<file path="src/rtl/hdmi_cfg_pkg.sv">
// Shared types for the HDMI transmitter configuration sequencer: FSM states,
// table entry layout and the default ADV7513 power-up register table.
package hdmi_cfg_pkg;

  typedef enum logic [2:0] {
    WAIT_PWR = 3'd0,
    LOAD     = 3'd1,
    ISSUE    = 3'd2,
    WAIT_ACK = 3'd3,
    GAP      = 3'd4,
    DONE     = 3'd5,
    ERROR    = 3'd6
  } cfg_state_t;

  typedef struct packed {
    logic [7:0] reg_addr;
    logic [7:0] reg_data;
  } cfg_entry_t;

  localparam int ADV7513_ENTRIES = 31;

  // Indices past the end of the table read as zero.
  function automatic cfg_entry_t cfg_table(input logic [5:0] idx);
    logic [15:0] e;
    case (idx)
      6'd0:  e = 16'h4110;
      6'd1:  e = 16'h9803;
      6'd2:  e = 16'h9AE0;
      6'd3:  e = 16'h9C30;
      6'd4:  e = 16'h9D61;
      6'd5:  e = 16'hA2A4;
      6'd6:  e = 16'hA3A4;
      6'd7:  e = 16'hE0D0;
      6'd8:  e = 16'hF900;
      6'd9:  e = 16'h1500;
      6'd10: e = 16'h1630;
      6'd11: e = 16'h1702;
      6'd12: e = 16'h1846;
      6'd13: e = 16'hAF06;
      6'd14: e = 16'h4080;
      6'd15: e = 16'h4C04;
      6'd16: e = 16'hD03C;
      6'd17: e = 16'hD6C0;
      6'd18: e = 16'h5512;
      6'd19: e = 16'h5608;
      6'd20: e = 16'h96F6;
      6'd21: e = 16'h7307;
      6'd22: e = 16'h761F;
      6'd23: e = 16'h94C0;
      6'd24: e = 16'hBA60;
      6'd25: e = 16'hD500;
      6'd26: e = 16'hDE10;
      6'd27: e = 16'hE460;
      6'd28: e = 16'hFA7D;
      6'd29: e = 16'h0A01;
      6'd30: e = 16'h0CBC;
      default: e = 16'h0000;
    endcase
    return cfg_entry_t'(e);
  endfunction

endpackage

</file>
<file path="src/rtl/hdmi_cfg_if.sv">
// Byte-write request channel between the configuration sequencer (master)
// and the I2C engine (slave): req held until a one-cycle done/nack pulse.
interface hdmi_cfg_if;
  logic       i2c_req;
  logic [7:0] i2c_dev;
  logic [7:0] i2c_reg;
  logic [7:0] i2c_data;
  logic       i2c_done;
  logic       i2c_nack;

  modport master (
    output i2c_req, i2c_dev, i2c_reg, i2c_data,
    input  i2c_done, i2c_nack
  );

  modport slave (
    input  i2c_req, i2c_dev, i2c_reg, i2c_data,
    output i2c_done, i2c_nack
  );
endinterface

</file>
<file path="src/rtl/hdmi_cfg_rom.sv">
// Registered lookup of the default register table; entry valid one cycle
// after idx is presented, no backpressure.
module hdmi_cfg_rom
  import hdmi_cfg_pkg::*;
(
  input  logic       clk,
  input  logic       reset_n,
  input  logic [5:0] idx,
  output cfg_entry_t entry
);

  always_ff @(posedge clk or negedge reset_n) begin
    if (!reset_n) entry <= '0;
    else          entry <= cfg_table(idx);
  end

endmodule

</file>
<file path="src/rtl/hdmi_cfg_sequencer.sv">
// Walks the HDMI transmitter register table, one I2C write per entry with NACK retry.
// Optional HDMI_CFG_HPD_EN: a hdmi_tx_int rising edge re-runs the table once idle.
module hdmi_cfg_sequencer
  import hdmi_cfg_pkg::*;
#(
  parameter int         PWRUP_CYCLES = 1_000_000,
  parameter int         GAP_CYCLES   = 5_000,
  parameter int         RETRY_MAX    = 3,
  parameter int         NUM_ENTRIES  = ADV7513_ENTRIES,
  parameter logic [7:0] DEV_ADDR     = 8'h72
) (
  input  logic        clk,
  input  logic        reset_n,
  input  logic        start,
  input  logic        hdmi_tx_int,
  hdmi_cfg_if.master  i2c,
  output logic        cfg_busy,
  output logic        cfg_done,
  output logic        cfg_error,
  output logic [5:0]  cfg_index
);

  localparam int CNT_MAX = (PWRUP_CYCLES > GAP_CYCLES) ? PWRUP_CYCLES : GAP_CYCLES;
  localparam int CW      = (CNT_MAX > 1) ? $clog2(CNT_MAX) : 1;
  localparam int RW      = (RETRY_MAX > 1) ? $clog2(RETRY_MAX) : 1;

  localparam logic [CW-1:0] PWR_LAST   = CW'(PWRUP_CYCLES - 1);
  localparam logic [CW-1:0] GAP_LAST   = CW'(GAP_CYCLES - 1);
  localparam logic [RW-1:0] RETRY_LAST = RW'(RETRY_MAX - 1);
  localparam logic [5:0]    LAST_IDX   = 6'(NUM_ENTRIES - 1);

  cfg_state_t    state;
  logic [CW-1:0] cnt;
  logic [RW-1:0] retry;
  logic          req_q;
  logic [7:0]    reg_q;
  logic [7:0]    data_q;
  cfg_entry_t    rom_q;
  logic          idle;
  logic          restart;

  hdmi_cfg_rom u_rom (
    .clk     (clk),
    .reset_n (reset_n),
    .idx     (cfg_index),
    .entry   (rom_q)
  );

  assign idle = (state == DONE) || (state == ERROR);

`ifdef HDMI_CFG_HPD_EN
  logic [1:0] hpd_sync;
  logic       hpd_prev;
  logic       hpd_pend;

  // An edge seen while busy stays pending until the table finishes.
  always_ff @(posedge clk or negedge reset_n) begin
    if (!reset_n) begin
      hpd_sync <= 2'b00;
      hpd_prev <= 1'b0;
      hpd_pend <= 1'b0;
    end else begin
      hpd_sync <= {hpd_sync[0], hdmi_tx_int};
      hpd_prev <= hpd_sync[1];
      if (hpd_sync[1] && !hpd_prev) hpd_pend <= 1'b1;
      else if (restart)             hpd_pend <= 1'b0;
    end
  end

  assign restart = idle && (start || hpd_pend);
`else
  logic unused_hpd;
  assign unused_hpd = hdmi_tx_int;
  assign restart    = idle && start;
`endif

  always_ff @(posedge clk or negedge reset_n) begin
    if (!reset_n) begin
      state     <= WAIT_PWR;
      cnt       <= PWR_LAST;
      retry     <= '0;
      cfg_index <= '0;
      req_q     <= 1'b0;
      reg_q     <= '0;
      data_q    <= '0;
      cfg_busy  <= 1'b1;
      cfg_done  <= 1'b0;
      cfg_error <= 1'b0;
    end else begin
      case (state)
        WAIT_PWR: begin
          if (cnt == '0) state <= LOAD;
          else           cnt   <= cnt - CW'(1);
        end
        LOAD: begin
          retry <= '0;
          state <= ISSUE;
        end
        // ROM output for cfg_index is valid here, whether arriving from LOAD or GAP.
        ISSUE: begin
          reg_q  <= rom_q.reg_addr;
          data_q <= rom_q.reg_data;
          req_q  <= 1'b1;
          state  <= WAIT_ACK;
        end
        WAIT_ACK: begin
          if (i2c.i2c_done) begin
            req_q <= 1'b0;
            if (!i2c.i2c_nack) begin
              if (cfg_index == LAST_IDX) begin
                state    <= DONE;
                cfg_done <= 1'b1;
                cfg_busy <= 1'b0;
              end else begin
                cfg_index <= cfg_index + 6'd1;
                state     <= LOAD;
              end
            end else if (retry == RETRY_LAST) begin
              state     <= ERROR;
              cfg_error <= 1'b1;
              cfg_busy  <= 1'b0;
            end else begin
              retry <= retry + RW'(1);
              cnt   <= GAP_LAST;
              state <= GAP;
            end
          end
        end
        GAP: begin
          if (cnt == '0) state <= ISSUE;
          else           cnt   <= cnt - CW'(1);
        end
        DONE, ERROR: begin
          if (restart) begin
            cfg_index <= '0;
            cfg_done  <= 1'b0;
            cfg_error <= 1'b0;
            cfg_busy  <= 1'b1;
            cnt       <= GAP_LAST;
            state     <= WAIT_PWR;
          end
        end
        default: state <= WAIT_PWR;
      endcase
    end
  end

  assign i2c.i2c_req  = req_q;
  assign i2c.i2c_dev  = DEV_ADDR;
  assign i2c.i2c_reg  = reg_q;
  assign i2c.i2c_data = data_q;

endmodule

</file>
<file path="src/flat_wrapper.sv">
// flat-port wrapper written by rule: the top's interface ports become plain ports
module hdmi_cfg_sequencer_flat import hdmi_cfg_pkg::*;
#(
  parameter int         PWRUP_CYCLES = 1_000_000,
  parameter int         GAP_CYCLES   = 5_000,
  parameter int         RETRY_MAX    = 3,
  parameter int         NUM_ENTRIES  = ADV7513_ENTRIES,
  parameter logic [7:0] DEV_ADDR     = 8'h72
)
  (clk, reset_n, start, hdmi_tx_int, cfg_busy, cfg_done, cfg_error, cfg_index, i2c_i2c_req, i2c_i2c_dev, i2c_i2c_reg, i2c_i2c_data, i2c_i2c_done, i2c_i2c_nack);
  hdmi_cfg_if i2c_i ();
  input  logic clk;
  input  logic reset_n;
  input  logic start;
  input  logic hdmi_tx_int;
  output logic cfg_busy;
  output logic cfg_done;
  output logic cfg_error;
  output logic [5:0] cfg_index;
  output wire logic [$bits(i2c_i.i2c_req)-1:0] i2c_i2c_req;
  output wire logic [$bits(i2c_i.i2c_dev)-1:0] i2c_i2c_dev;
  output wire logic [$bits(i2c_i.i2c_reg)-1:0] i2c_i2c_reg;
  output wire logic [$bits(i2c_i.i2c_data)-1:0] i2c_i2c_data;
  input wire logic [$bits(i2c_i.i2c_done)-1:0] i2c_i2c_done;
  input wire logic [$bits(i2c_i.i2c_nack)-1:0] i2c_i2c_nack;
  assign i2c_i2c_req = i2c_i.i2c_req;
  assign i2c_i2c_dev = i2c_i.i2c_dev;
  assign i2c_i2c_reg = i2c_i.i2c_reg;
  assign i2c_i2c_data = i2c_i.i2c_data;
  assign i2c_i.i2c_done = i2c_i2c_done;
  assign i2c_i.i2c_nack = i2c_i2c_nack;
  hdmi_cfg_sequencer #(.PWRUP_CYCLES(PWRUP_CYCLES), .GAP_CYCLES(GAP_CYCLES), .RETRY_MAX(RETRY_MAX), .NUM_ENTRIES(NUM_ENTRIES), .DEV_ADDR(DEV_ADDR)) u_core (.clk(clk), .reset_n(reset_n), .start(start), .hdmi_tx_int(hdmi_tx_int), .i2c(i2c_i), .cfg_busy(cfg_busy), .cfg_done(cfg_done), .cfg_error(cfg_error), .cfg_index(cfg_index));
endmodule
</file>
<file path="config.mk">
export PLATFORM = sky130hd
export DESIGN_NAME = hdmi_cfg_sequencer_flat
export DESIGN_NICKNAME = d
export VERILOG_FILES = /design/src/rtl/hdmi_cfg_pkg.sv /design/src/rtl/hdmi_cfg_if.sv /design/src/rtl/hdmi_cfg_rom.sv /design/src/rtl/hdmi_cfg_sequencer.sv /design/src/flat_wrapper.sv
export SDC_FILE = /design/constraint.sdc
export NUM_CORES = 1
export LEC_CHECK = 0
export ABC_AREA = 1
export CAP_MARGIN = 30
export CORE_ASPECT_RATIO = 1.5
export CORE_MARGIN = 1
export CORE_UTILIZATION = 57
export CTS_CLUSTER_DIAMETER = 40
export DETAILED_ROUTE_END_ITERATION = 10
export GPL_ROUTABILITY_DRIVEN = 0
export PLACE_DENSITY = 0.85
export SYNTH_ARGS = -nofsm -noshare
export SYNTH_HDL_FRONTEND = slang
export SYNTH_SLANG_ARGS = --single-unit
</file>
<file path="constraint.sdc">
create_clock -name clk -period 2 [get_ports clk]
set_input_delay 0.3 -clock clk [delete_from_list [all_inputs] [get_ports clk]]
set_output_delay 0.3 -clock clk [all_outputs]
set_load 0.005 [all_outputs]
</file>
==> results of run 1 <==
## through the flow
stage | util | worst slack, ns
detailed placement | 0.660 | 0.0692
global route | 0.693 | 0.00440
finish | 0.693 | 0.158
CTS | 0.692 | 0.136
global placement | 0.660 | 0.128
floorplan | - | 0.331
## timing repair
action / in CTS / in global routing
endpoints found under the setup margin: 0 / 3
setup buffers: 0 / 1
hold endpoints to repair: 54 / 0
resized for setup: 0 / 0
hold buffers: 1 / 0
## power by group
part | leakage (nW) | internal [W] | switching [W] | total, W
Sequential | 0.817 | 0.00195 | 0.000366 | 0.00232
Clock | 0.101 | 0.000644 | 0.000484 | 0.00113
Combinational | 1.31 | 0.00155 | 0.00218 | 0.00374
Total | 2.23 | 0.00415 | 0.00304 | 0.00718
## kinds of logic after synthesis
kind of cell | share of synthesized area
simple gates | 0.270
compound gates | 0.115
flops | 0.431
buf+inv | 0.0752
mux | 0.0459
xor+xnor | 0.0290
fa+ha+maj | 0.0319
other cells | 0.00191
## cell type report
class / instances / area (µm²) / share of cell area
clock buffers: 14 / 163 / 0.0357
clock inverters: 2 / 35.0 / 0.00769
inverters: 44 / 165 / 0.0363
multi-input cells: 384 / 1960 / 0.431
flip-flops and latches: 67 / 1690 / 0.372
well taps: 76 / 95.1 / 0.0209
repair buffers: 46 / 443 / 0.0972
## placed cells by master, fill, tap and decap left out, types with 6 or more instances in the layout
master,instances
sky130_fd_sc_hd__dfrtp_1,54
sky130_fd_sc_hd__clkdlybuf4s50_1,29
sky130_fd_sc_hd__o21ai_0,41
sky130_fd_sc_hd__clkbuf_8,11
sky130_fd_sc_hd__ha_1,10
sky130_fd_sc_hd__buf_4,13
sky130_fd_sc_hd__nand2_1,137
sky130_fd_sc_hd__nor2_1,63
sky130_fd_sc_hd__dfstp_2,13
sky130_fd_sc_hd__nand4_1,6
sky130_fd_sc_hd__mux2_2,16
sky130_fd_sc_hd__a21oi_1,22
sky130_fd_sc_hd__inv_1,39
sky130_fd_sc_hd__conb_1,8
sky130_fd_sc_hd__nand3_1,36
sky130_fd_sc_hd__xor2_1,11
## layer usage
metal  share of wire  vias up  track usage
li1                -     1741            -
met5               0        -            0
met1            0.40     1663        0.295
met4           0.036        0        0.143
met3           0.052       42       0.0457
met2            0.51      135        0.435
## how the worst min path moves through the flow
| stage | slack [ns] | depth (start not counted) | start | end |
|---|---|---|---|---|
| after global routing | 0.48 | 1 | u_core.u_rom.entry[5] | u_core.i2c.i2c_data[5] |
| after global placement | 0.34 | 2 | reset_n | u_core.cnt[13] |
| after detailed placement | 0.34 | 2 | reset_n | u_core.i2c.i2c_reg[5] |
| after CTS | 0.48 | 1 | u_core.u_rom.entry[5] | u_core.i2c.i2c_data[5] |
| final | 0.48 | 1 | u_core.u_rom.entry[5] | u_core.i2c.i2c_data[5] |
| after floorplan | 0.004 | 0 | reset_n | u_core.cfg_done |
==> metrics.md, run 1 <==
| Metric | Value |
|---|---|
| Most frequent cells after synthesis | sky130_fd_sc_hd__nand2_1, sky130_fd_sc_hd__nor2_1, sky130_fd_sc_hd__dfrtp_1 |
| Number of optimization iterations in the first detailed-route pass | 5 |
| Worst path cell trace | clkdlybuf4s50_1 |
| Dominant register cell in the synthesized netlist | sky130_fd_sc_hd__dfrtp_1 |
| Biggest area consumer among synthesized cells | sky130_fd_sc_hd__dfrtp_1 |
| # nets final | 568 |
| Wire length of the first global-routing pass | 14.9 mm |
| RSZ-0062 raised after global routing | false |
| Maximum clock frequency | 543 MHz |
| Filler Cells Inserted | around 530 |
| Antenna diode count | 0 |
| Main area contributors after synthesis | sky130_fd_sc_hd__dfrtp_1, sky130_fd_sc_hd__nand2_1, sky130_fd_sc_hd__dfstp_2 |
| Detailed Route Iter0 Violations | 291 |
| Antenna violations before repair | 0 |
| Synth Cell Area | 3930 µm² |
| Instance count on the critical path | 1 |
| Number of enable-type register cells in the synthesized netlist | 0 |
| Terminus of the critical flop-to-flop path | u_core.u_rom.entry[15] |
| Depth of the worst register-to-register path | 9 |
| Count of input and output buffers | 30 |
| Setup crit end kind | output pin |
| Final-report hold violation count | 0 |
| Drt via density | 5.66 |
| Area of the die | 7230 µm² |
| Startpoint of the worst setup timing path | u_core.cfg_index[2] |
| Largest buffer count on any clock path | 2 |
| Post-synthesis sequential area ratio | 0.431 |
| Root Buffer | sky130_fd_sc_hd__clkbuf_8 |
| Worst ir drop on vdd | 1.14 mV |
| Register-to-register setup slack | approximately 0.20 ns |
| Crit path buf inv count | 1 |
| Register ranked first by flip-flop count | u_core.cnt |
| Chip Height | 104 µm |
| Family of cells with the greatest summed delay on the critical path | flip-flops |
| Non-filler instance count after layout | 633 |
| Status | complete, no violations |
| Clock period minus final worst setup slack | between 1.5 and 2 ns |
| Number of instances in the synthesized netlist | just over 500 |
| Via count of the first global-routing pass | between 3000 and 4000 |
| Power consumption | 0.00718 W |
| CTS tree | built |
| Layout overhead on the synthesized area | 16.0% |
| Width of the die | 69.8 µm |
| Clk sink count | between 60 and 70 |
| Post-route ant nets | 0 |
| Global-route usage over all layers | 0.254 |
| Endpoint of the worst setup timing path | cfg_index[2] |
| Biggest registers after layout | u_core.cnt (20), u_core.u_rom.entry (16) |
| Final hold slack | between 0.4 and 0.5 ns |
| Final number of setup-violating endpoints | 0 |
| Max-Cap Viols | 0 |
| Worst skew pair latency | 0.34 ns |
| Avg Inst Size Synth | around 7.7 µm² |
| Level count of the clock H-tree | 3 |
| Post-DR wirelength/cell | roughly 14 µm |
| Cell Area, Placed | ~4300 µm² |
| Cell with the largest stage delay on the worst path | sky130_fd_sc_hd__dfrtp_1 |
| Synthesis Warnings | 0 |
| Number of storage elements in the synthesis netlist | 67 |
| Endpoint arrival time on the critical path | 1.54 ns |
| Count of different cell masters after synthesis | 38 |
| Clock input transition at the sequential cells of the worst setup and hold paths | about 0.07 ns |
| Design Area, Final | around 4600 µm² |
| Leakage | between 2 and 2.5 nW |
| Effective utilization at floorplan | 0.597 |
| Largest net degree at the start of global routing | between 60 and 70 |
| Crit path max fanout | 16 |
| Critical Path Max Stage Delay | 0.62 ns |
| Crit path kind | reg2out |
| Share of the clock period used by the worst path | 0.921 |
| Share of final-layout standard cells stronger than drive strength 1 | 0.129 |
| Launch instance of the worst register-to-register path | u_core.cfg_index[1] |
| Post-route DRC violation count | 0 |
| Max FFs per register | 20 |
| Sum of net half-perimeters after detailed placement | roughly 6.4 mm |
| Number of placement rows | 36 |
| Total Wirelength | ~8.6 mm |
| Data required time at the worst endpoint | approximately 1.7 ns |
| Floorplan Core Area | ~6600 µm² |
| Setup crit start kind | flop |
| Total instance count after detailed placement | 615 |
| Yosys top cell area share | 0.344 |
| Count of pins on the block boundary | 40 |
| Power per cell area | 1580 nW/µm² |
| Aggregate global routing overflow | 0 |
| Cell with the most instances after synthesis | sky130_fd_sc_hd__nand2_1 |
| Hold Crit Class | reg2reg |
| Setup tns final | 0 ns |
| Vias | 3581 |
| Slew Limit Fails | 0 |
| Cts bufs inserted | 9 |
| Worst Skew | 0.0114 ns |
| Asr flop ratio synth | 1.00 |
Power figures use the tool's default switching activity.
==> inputs of run 2 (changes only) <==
--- a/config.mk
+++ b/config.mk
@@ -9,11 +9,12 @@
 export CAP_MARGIN = 30
 export CORE_ASPECT_RATIO = 1.5
 export CORE_MARGIN = 1
-export CORE_UTILIZATION = 57
+export CORE_UTILIZATION = 59
+export CTS_BUF_LIST = sky130_fd_sc_hd__clkbuf_4
 export CTS_CLUSTER_DIAMETER = 40
 export DETAILED_ROUTE_END_ITERATION = 10
 export GPL_ROUTABILITY_DRIVEN = 0
-export PLACE_DENSITY = 0.85
+export PLACE_DENSITY = 0.87
 export SYNTH_ARGS = -nofsm -noshare
 export SYNTH_HDL_FRONTEND = slang
 export SYNTH_SLANG_ARGS = --single-unit
==> metrics.md, run 2 (same netlist as run 1, synthesis figures left out) <==
| Metric | Value |
|---|---|
| Hold Crit Class | in2async |
| Non-filler instance count after layout | 635 (+0.32%) |
| Area of the die | 6990 µm² (-3.3%) |
| Family of cells with the greatest summed delay on the critical path | buffers and inverters |
| Global-route usage over all layers | 0.284 (+0.0297) |
| Wire length of the first global-routing pass | 14.7 mm (-1.3%) |
| Number of placement rows | 36 (unchanged) |
| Antenna violations before repair | 0 (unchanged) |
| Clock period minus final worst setup slack | 1.85 ns (+0.00500 ns) |
| Detailed Route Iter0 Violations | 281 (-3.4%) |
| Biggest registers after layout | u_core.cnt (20), u_core.u_rom.entry (16) |
| # nets final | 570 (+0.35%) |
| Setup tns final | 0 ns (unchanged) |
| Largest buffer count on any clock path | 2 (unchanged) |
| Floorplan Core Area | 6440 µm² (-2.1%) |
| Largest net degree at the start of global routing | 68 (unchanged) |
| Startpoint of the worst setup timing path | u_core.cfg_index[2] |
| Chip Height | 102 µm (-1.7%) |
| Final standard cell utilization of the core | 0.699 (+0.00657) |
| Root Buffer | sky130_fd_sc_hd__clkbuf_4 |
| Crit path max fanout | 11 (-5) |
| Level count of the clock H-tree | 3 (unchanged) |
| Aggregate global routing overflow | 0 (unchanged) |
| Critical Path Max Stage Delay | 0.57 ns (-0.05 ns) |
| Register-to-register setup slack | 0.17 ns (-0.03 ns) |
| Total instance count after detailed placement | 615 (unchanged) |
| Setup crit start kind | flop |
| Post-route DRC violation count | 0 (unchanged) |
| Layout overhead on the synthesized area | 14.7% |
| Worst path cell trace | clkdlybuf4s50_1 |
| Leading cell type in the layout, fill and taps excluded | sky130_fd_sc_hd__nand2_1 |
| Via count of the first global-routing pass | 3387 (+0.18%) |
| Crit path buf inv count | 1 (unchanged) |
| Share of the clock period used by the worst path | 0.924 (+0.00250) |
| Share of final-layout standard cells stronger than drive strength 1 | 0.136 (+0.00669) |
| Status | complete, no violations |
| Power consumption | 0.00697 W (-3.0%) |
| Slew Limit Fails | 0 (unchanged) |
| Final-report hold violation count | 0 (unchanged) |
| Post-route ant nets | 0 (unchanged) |
| Register ranked first by flip-flop count | u_core.cnt |
| Width of the die | 68.6 µm (-1.7%) |
| Leakage | 2.21 nW (-0.77%) |
| Clk sink count | 67 (unchanged) |
| Commonest non-fill, non-tap cells in the layout | sky130_fd_sc_hd__nand2_1, sky130_fd_sc_hd__nor2_1, sky130_fd_sc_hd__dfrtp_1 |
| Cts bufs inserted | 9 (unchanged) |
| Final number of setup-violating endpoints | 0 (unchanged) |
| Max FFs per register | 20 (unchanged) |
| Drt via density | 5.70 (+0.83%) |
| Worst Skew | 0.0128 ns (+0.00138 ns) |
| Crit path kind | reg2out |
| CTS tree | built |
| Cell Area, Placed | 4340 µm² (unchanged) |
| Sum of net half-perimeters after detailed placement | 6.50 mm (+1.2%) |
| Endpoint arrival time on the critical path | 1.55 ns (about the same) |
| Count of input and output buffers | 30 (unchanged) |
| Clock input transition at the sequential cells of the worst setup and hold paths | 0.11 ns (+0.04 ns) |
| RSZ-0062 raised after global routing | false |
| Max-Cap Viols | 0 (unchanged) |
| Total Wirelength | 8.95 mm (+3.6%) |
| Vias | 3622 (+1.1%) |
| Maximum clock frequency | 541 MHz (-0.27%) |
| Setup crit end kind | output pin |
| Effective utilization at floorplan | 0.610 (+0.0125) |
| Cell with the largest stage delay on the worst path | sky130_fd_sc_hd__clkdlybuf4s50_1 |
| Number of optimization iterations in the first detailed-route pass | 5 (unchanged) |
| Count of pins on the block boundary | 40 (unchanged) |
| Worst skew pair latency | 0.42 ns (+0.08 ns) |
| Number of instances resized during post-cts repair | 0 (unchanged) |
| Launch instance of the worst register-to-register path | u_core.cfg_index[1] |
| Data required time at the worst endpoint | 1.70 ns (about the same) |
| Post-DR wirelength/cell | 14.1 µm (+3.3%) |
| Design Area, Final | 4500 µm² (-1.1%) |
| Antenna diode count | 0 (unchanged) |
| Worst ir drop on vdd | 1.10 mV (-3.4%) |
| Power per cell area | 1550 nW/µm² (-1.9%) |
## run 2: cell count changes in the layout (fill, tap and decap cells not counted), sizes merged
cell	change
clkinv	+3
buf	+2
clkbuf	-4
clkinvlp	+1
## run 2: worst paths after layout
path,to,cells after the start
max in group asynchronous,u_core.cnt[16],3
min in group clk,u_core.i2c.i2c_data[4],1
worst max register to register,u_core.cfg_busy,8
worst min register to register,u_core.i2c.i2c_data[4],1
worst max-delay path,cfg_index[2],1
worst min-delay path,u_core.i2c.i2c_reg[5],3
## run 2: cell type report
cell class | count | area [µm²]
repair buffers | 48 | 458
clock buffers | 10 | 75.1
multi-input cells | 384 | 1960
fillers | 518 | 1940
well taps | 76 | 95.1
flip-flops and latches | 67 | 1690
inverters | 44 | 165
clock inverters | 6 | 56.3
## run 2: where the power goes
group,switching (W),internal [W],leakage (nW)
clock network,0.000476,0.000384,0.0736
registers,0.000372,0.00195,0.817
logic,0.00221,0.00158,1.32
## run 2: what timing repair did
action | in CTS | in global routing
setup buffers | 0 | 3
hold buffers | 1 | 0
setup endpoints to repair | 0 | 7
hold endpoints to repair | 54 | 0
## run 2: layer usage
metal	routed length [µm]	up-vias	global-route usage
met5	0	-	0
met4	357	0	0.170
met3	484	46	0.0859
met2	4620	167	0.474
met1	3480	1678	0.308
li1	-	1731	-
## run 2: stage by stage
| stage | hold WS (ns) | setup WS (ns) |
|---|---|---|
| after global routing | 0.443 | 0.0443 |
| after detailed placement | 0.345 | 0.106 |
| after floorplan | 0.00441 | 0.331 |
| final | 0.413 | 0.153 |
| after CTS | 0.407 | 0.114 |
| after global placement | 0.340 | 0.135 |
==> inputs of run 3 (changes only) <==
--- a/config.mk
+++ b/config.mk
@@ -8,7 +8,7 @@
 export ABC_AREA = 1
 export CAP_MARGIN = 30
 export CORE_ASPECT_RATIO = 1.5
-export CORE_MARGIN = 1
+export CORE_MARGIN = 2
 export CORE_UTILIZATION = 59
 export CTS_BUF_LIST = sky130_fd_sc_hd__clkbuf_4
 export CTS_CLUSTER_DIAMETER = 40
==> metrics.md, run 3 (same netlist as run 1, synthesis figures left out) <==
| Metric | Value |
|---|---|
| Width of the die | 70.6 µm (+2.9%) |
| Filler Cells Inserted | 524 (+1.2%) |
| Global-route layer with the greatest usage | met2 |
| Commonest non-fill, non-tap cells in the layout | sky130_fd_sc_hd__nand2_1, sky130_fd_sc_hd__nor2_1, sky130_fd_sc_hd__dfrtp_1 |
| Worst skew pair latency | 0.41 ns (about the same) |
| Antenna violations before repair | 0 (unchanged) |
| Design Area, Final | 4510 µm² (about the same) |
| M1 GR Usage | 0.295 (-0.0131) |
| Clock period minus final worst setup slack | 1.84 ns (-0.0102 ns) |
| Endpoint arrival time on the critical path | 1.54 ns (about the same) |
| Via count of the first global-routing pass | 3522 (+4.0%) |
| Family of cells with the greatest summed delay on the critical path | buffers and inverters |
| Wire length of the first global-routing pass | 15.4 mm (+4.7%) |
| Number of placement rows | 36 (unchanged) |
| Maximum clock frequency | 544 MHz (+0.56%) |
| Leakage | 2.20 nW (-0.52%) |
| Setup crit end kind | output pin |
| Final-report hold violation count | 0 (unchanged) |
| Number of optimization iterations in the first detailed-route pass | 5 (unchanged) |
| Crit path kind | reg2out |
| Global Route met2 Usage | 0.443 (-0.0309) |
| Worst path cell trace | clkdlybuf4s50_1 |
| Data required time at the worst endpoint | 1.70 ns (about the same) |
| Launch instance of the worst register-to-register path | u_core.cnt[0] |
| Max FFs per register | 20 (unchanged) |
| Share of final-layout standard cells stronger than drive strength 1 | 0.134 (-0.00155) |
| # nets final | 569 (-0.18%) |
| Level count of the clock H-tree | 3 (unchanged) |
| Max-Cap Viols | 0 (unchanged) |
| Power consumption | 0.00700 W (+0.38%) |
| Global-route usage over all layers | 0.260 (-0.0242) |
| Detailed Route Iter0 Violations | 257 (-8.5%) |
| Largest buffer count on any clock path | 2 (unchanged) |
| CTS tree | built |
| Startpoint of the worst setup timing path | u_core.cfg_index[2] |
| Chip Height | 104 µm (+2.0%) |
| Post-DR wirelength/cell | 14.3 µm (+1.3%) |
| Layout overhead on the synthesized area | 14.8% (about the same) |
| Area of the die | 7340 µm² (+4.9%) |
| Slew Limit Fails | 0 (unchanged) |
| Total instance count after detailed placement | 616 (+0.16%) |
| Sum of net half-perimeters after detailed placement | 6.80 mm (+4.6%) |
| Critical Path Max Stage Delay | 0.57 ns (about the same) |
| Met3 routing resource usage after global routing | 0.0436 (-0.0423) |
| Cell with the largest stage delay on the worst path | sky130_fd_sc_hd__clkdlybuf4s50_1 |
| Register ranked first by flip-flop count | u_core.cnt |
| Root Buffer | sky130_fd_sc_hd__clkbuf_4 |
| Setup crit start kind | flop |
| Count of pins on the block boundary | 40 (unchanged) |
| Leading cell type in the layout, fill and taps excluded | sky130_fd_sc_hd__nand2_1 |
| RSZ-0062 raised after global routing | false |
| Cell Area, Placed | 4350 µm² (+0.17%) |
| Vias | 3587 (-0.97%) |
| Largest net degree at the start of global routing | 49 (-28%) |
| Worst Skew | 0.0161 ns (+0.00334 ns) |
| Total Wirelength | 9.06 mm (+1.3%) |
| Non-filler instance count after layout | 635 (unchanged) |
| Biggest registers after layout | u_core.cnt (20), u_core.u_rom.entry (16) |
| Hold Crit Class | in2async |
| Worst ir drop on vdd | 0.974 mV (-11%) |
| Clk sink count | 67 (unchanged) |
| Setup tns final | 0 ns (unchanged) |
| Post-route DRC violation count | 0 (unchanged) |
| Share of the clock period used by the worst path | 0.918 (-0.00512) |
| Crit path buf inv count | 1 (unchanged) |
| Power per cell area | 1550 nW/µm² (+0.29%) |
| Crit path max fanout | 11 (unchanged) |
| Aggregate global routing overflow | 0 (unchanged) |
| Clock input transition at the sequential cells of the worst setup and hold paths | 0.12 ns (about the same) |
| Effective utilization at floorplan | 0.606 (-0.00423) |
| Count of input and output buffers | 30 (unchanged) |
| Final number of setup-violating endpoints | 0 (unchanged) |
| Cts bufs inserted | 9 (unchanged) |
| Floorplan Core Area | 6490 µm² (+0.70%) |
| Status | complete, no violations |
| Post-route ant nets | 0 (unchanged) |
| Drt via density | 5.65 (-0.97%) |
run 3: cell count changes in the layout (fill, tap and decap cells not counted):
| cell | delta |
|---|---|
| sky130_fd_sc_hd__buf_4 | -1 |
| sky130_fd_sc_hd__o21ai_1 | +1 |
| sky130_fd_sc_hd__o21ai_0 | -1 |
| sky130_fd_sc_hd__clkinv_2 | -3 |
| sky130_fd_sc_hd__clkinvlp_4 | +2 |
| sky130_fd_sc_hd__inv_6 | +1 |
| sky130_fd_sc_hd__diode_2 | +1 |
run 3: routing by layer:
metal / wire length (µm) / part of all wire
met1: 3400 / 0.37
met2: 4830 / 0.53
met3: 457 / 0.050
met4: 379 / 0.042
met5: 0 / 0
run 3: through the flow:
stage	hold slack (ns)	setup slack, ns	utilization
final	0.361	0.163	0.695
after global routing	0.378	0.0232	0.695
after CTS	0.364	0.0855	0.693
after detailed placement	0.288	0.0602	0.670
after global placement	0.286	0.137	0.670
after floorplan	0.00441	0.331	-
run 3: final timing paths:
path                       slack, ns                      to  depth (start not counted)
max                             0.16            cfg_index[2]                          1
min                             0.36   u_core.i2c.i2c_reg[5]                          2
max reg2reg                     0.22           u_core.cnt[6]                         10
min reg2reg                     0.48  u_core.i2c.i2c_data[5]                          1
max in group asynchronous       0.98         u_core.cfg_busy                          3
min in group clk                0.48  u_core.i2c.i2c_data[5]                          1
run 3: layout make-up:
class                   instances  area, µm²  share of cell area
multi-input cells             384       1960               0.435
flip-flops and latches         67       1690               0.376
repair buffers                 47        450              0.0999
inverters                      44        165              0.0366
well taps                      76       95.1              0.0211
clock buffers                  10       75.1              0.0167
clock inverters                 6       65.1              0.0144
diodes                          1       2.50            0.000555
run 3: report_power, final:
part | switching (W) | internal, W | total [W]
Clock | 0.000498 | 0.000395 | 0.000893
Sequential | 0.000379 | 0.00195 | 0.00233
Combinational | 0.00222 | 0.00156 | 0.00378
Total | 0.00309 | 0.00390 | 0.00700
run 3: timing repair:
item,4_1_cts,5_1_grt
setup endpoints to repair,0,11
endpoints found under the hold margin,13,0
gates resized for setup,0,1
hold buffers,1,0
setup buffers,0,1
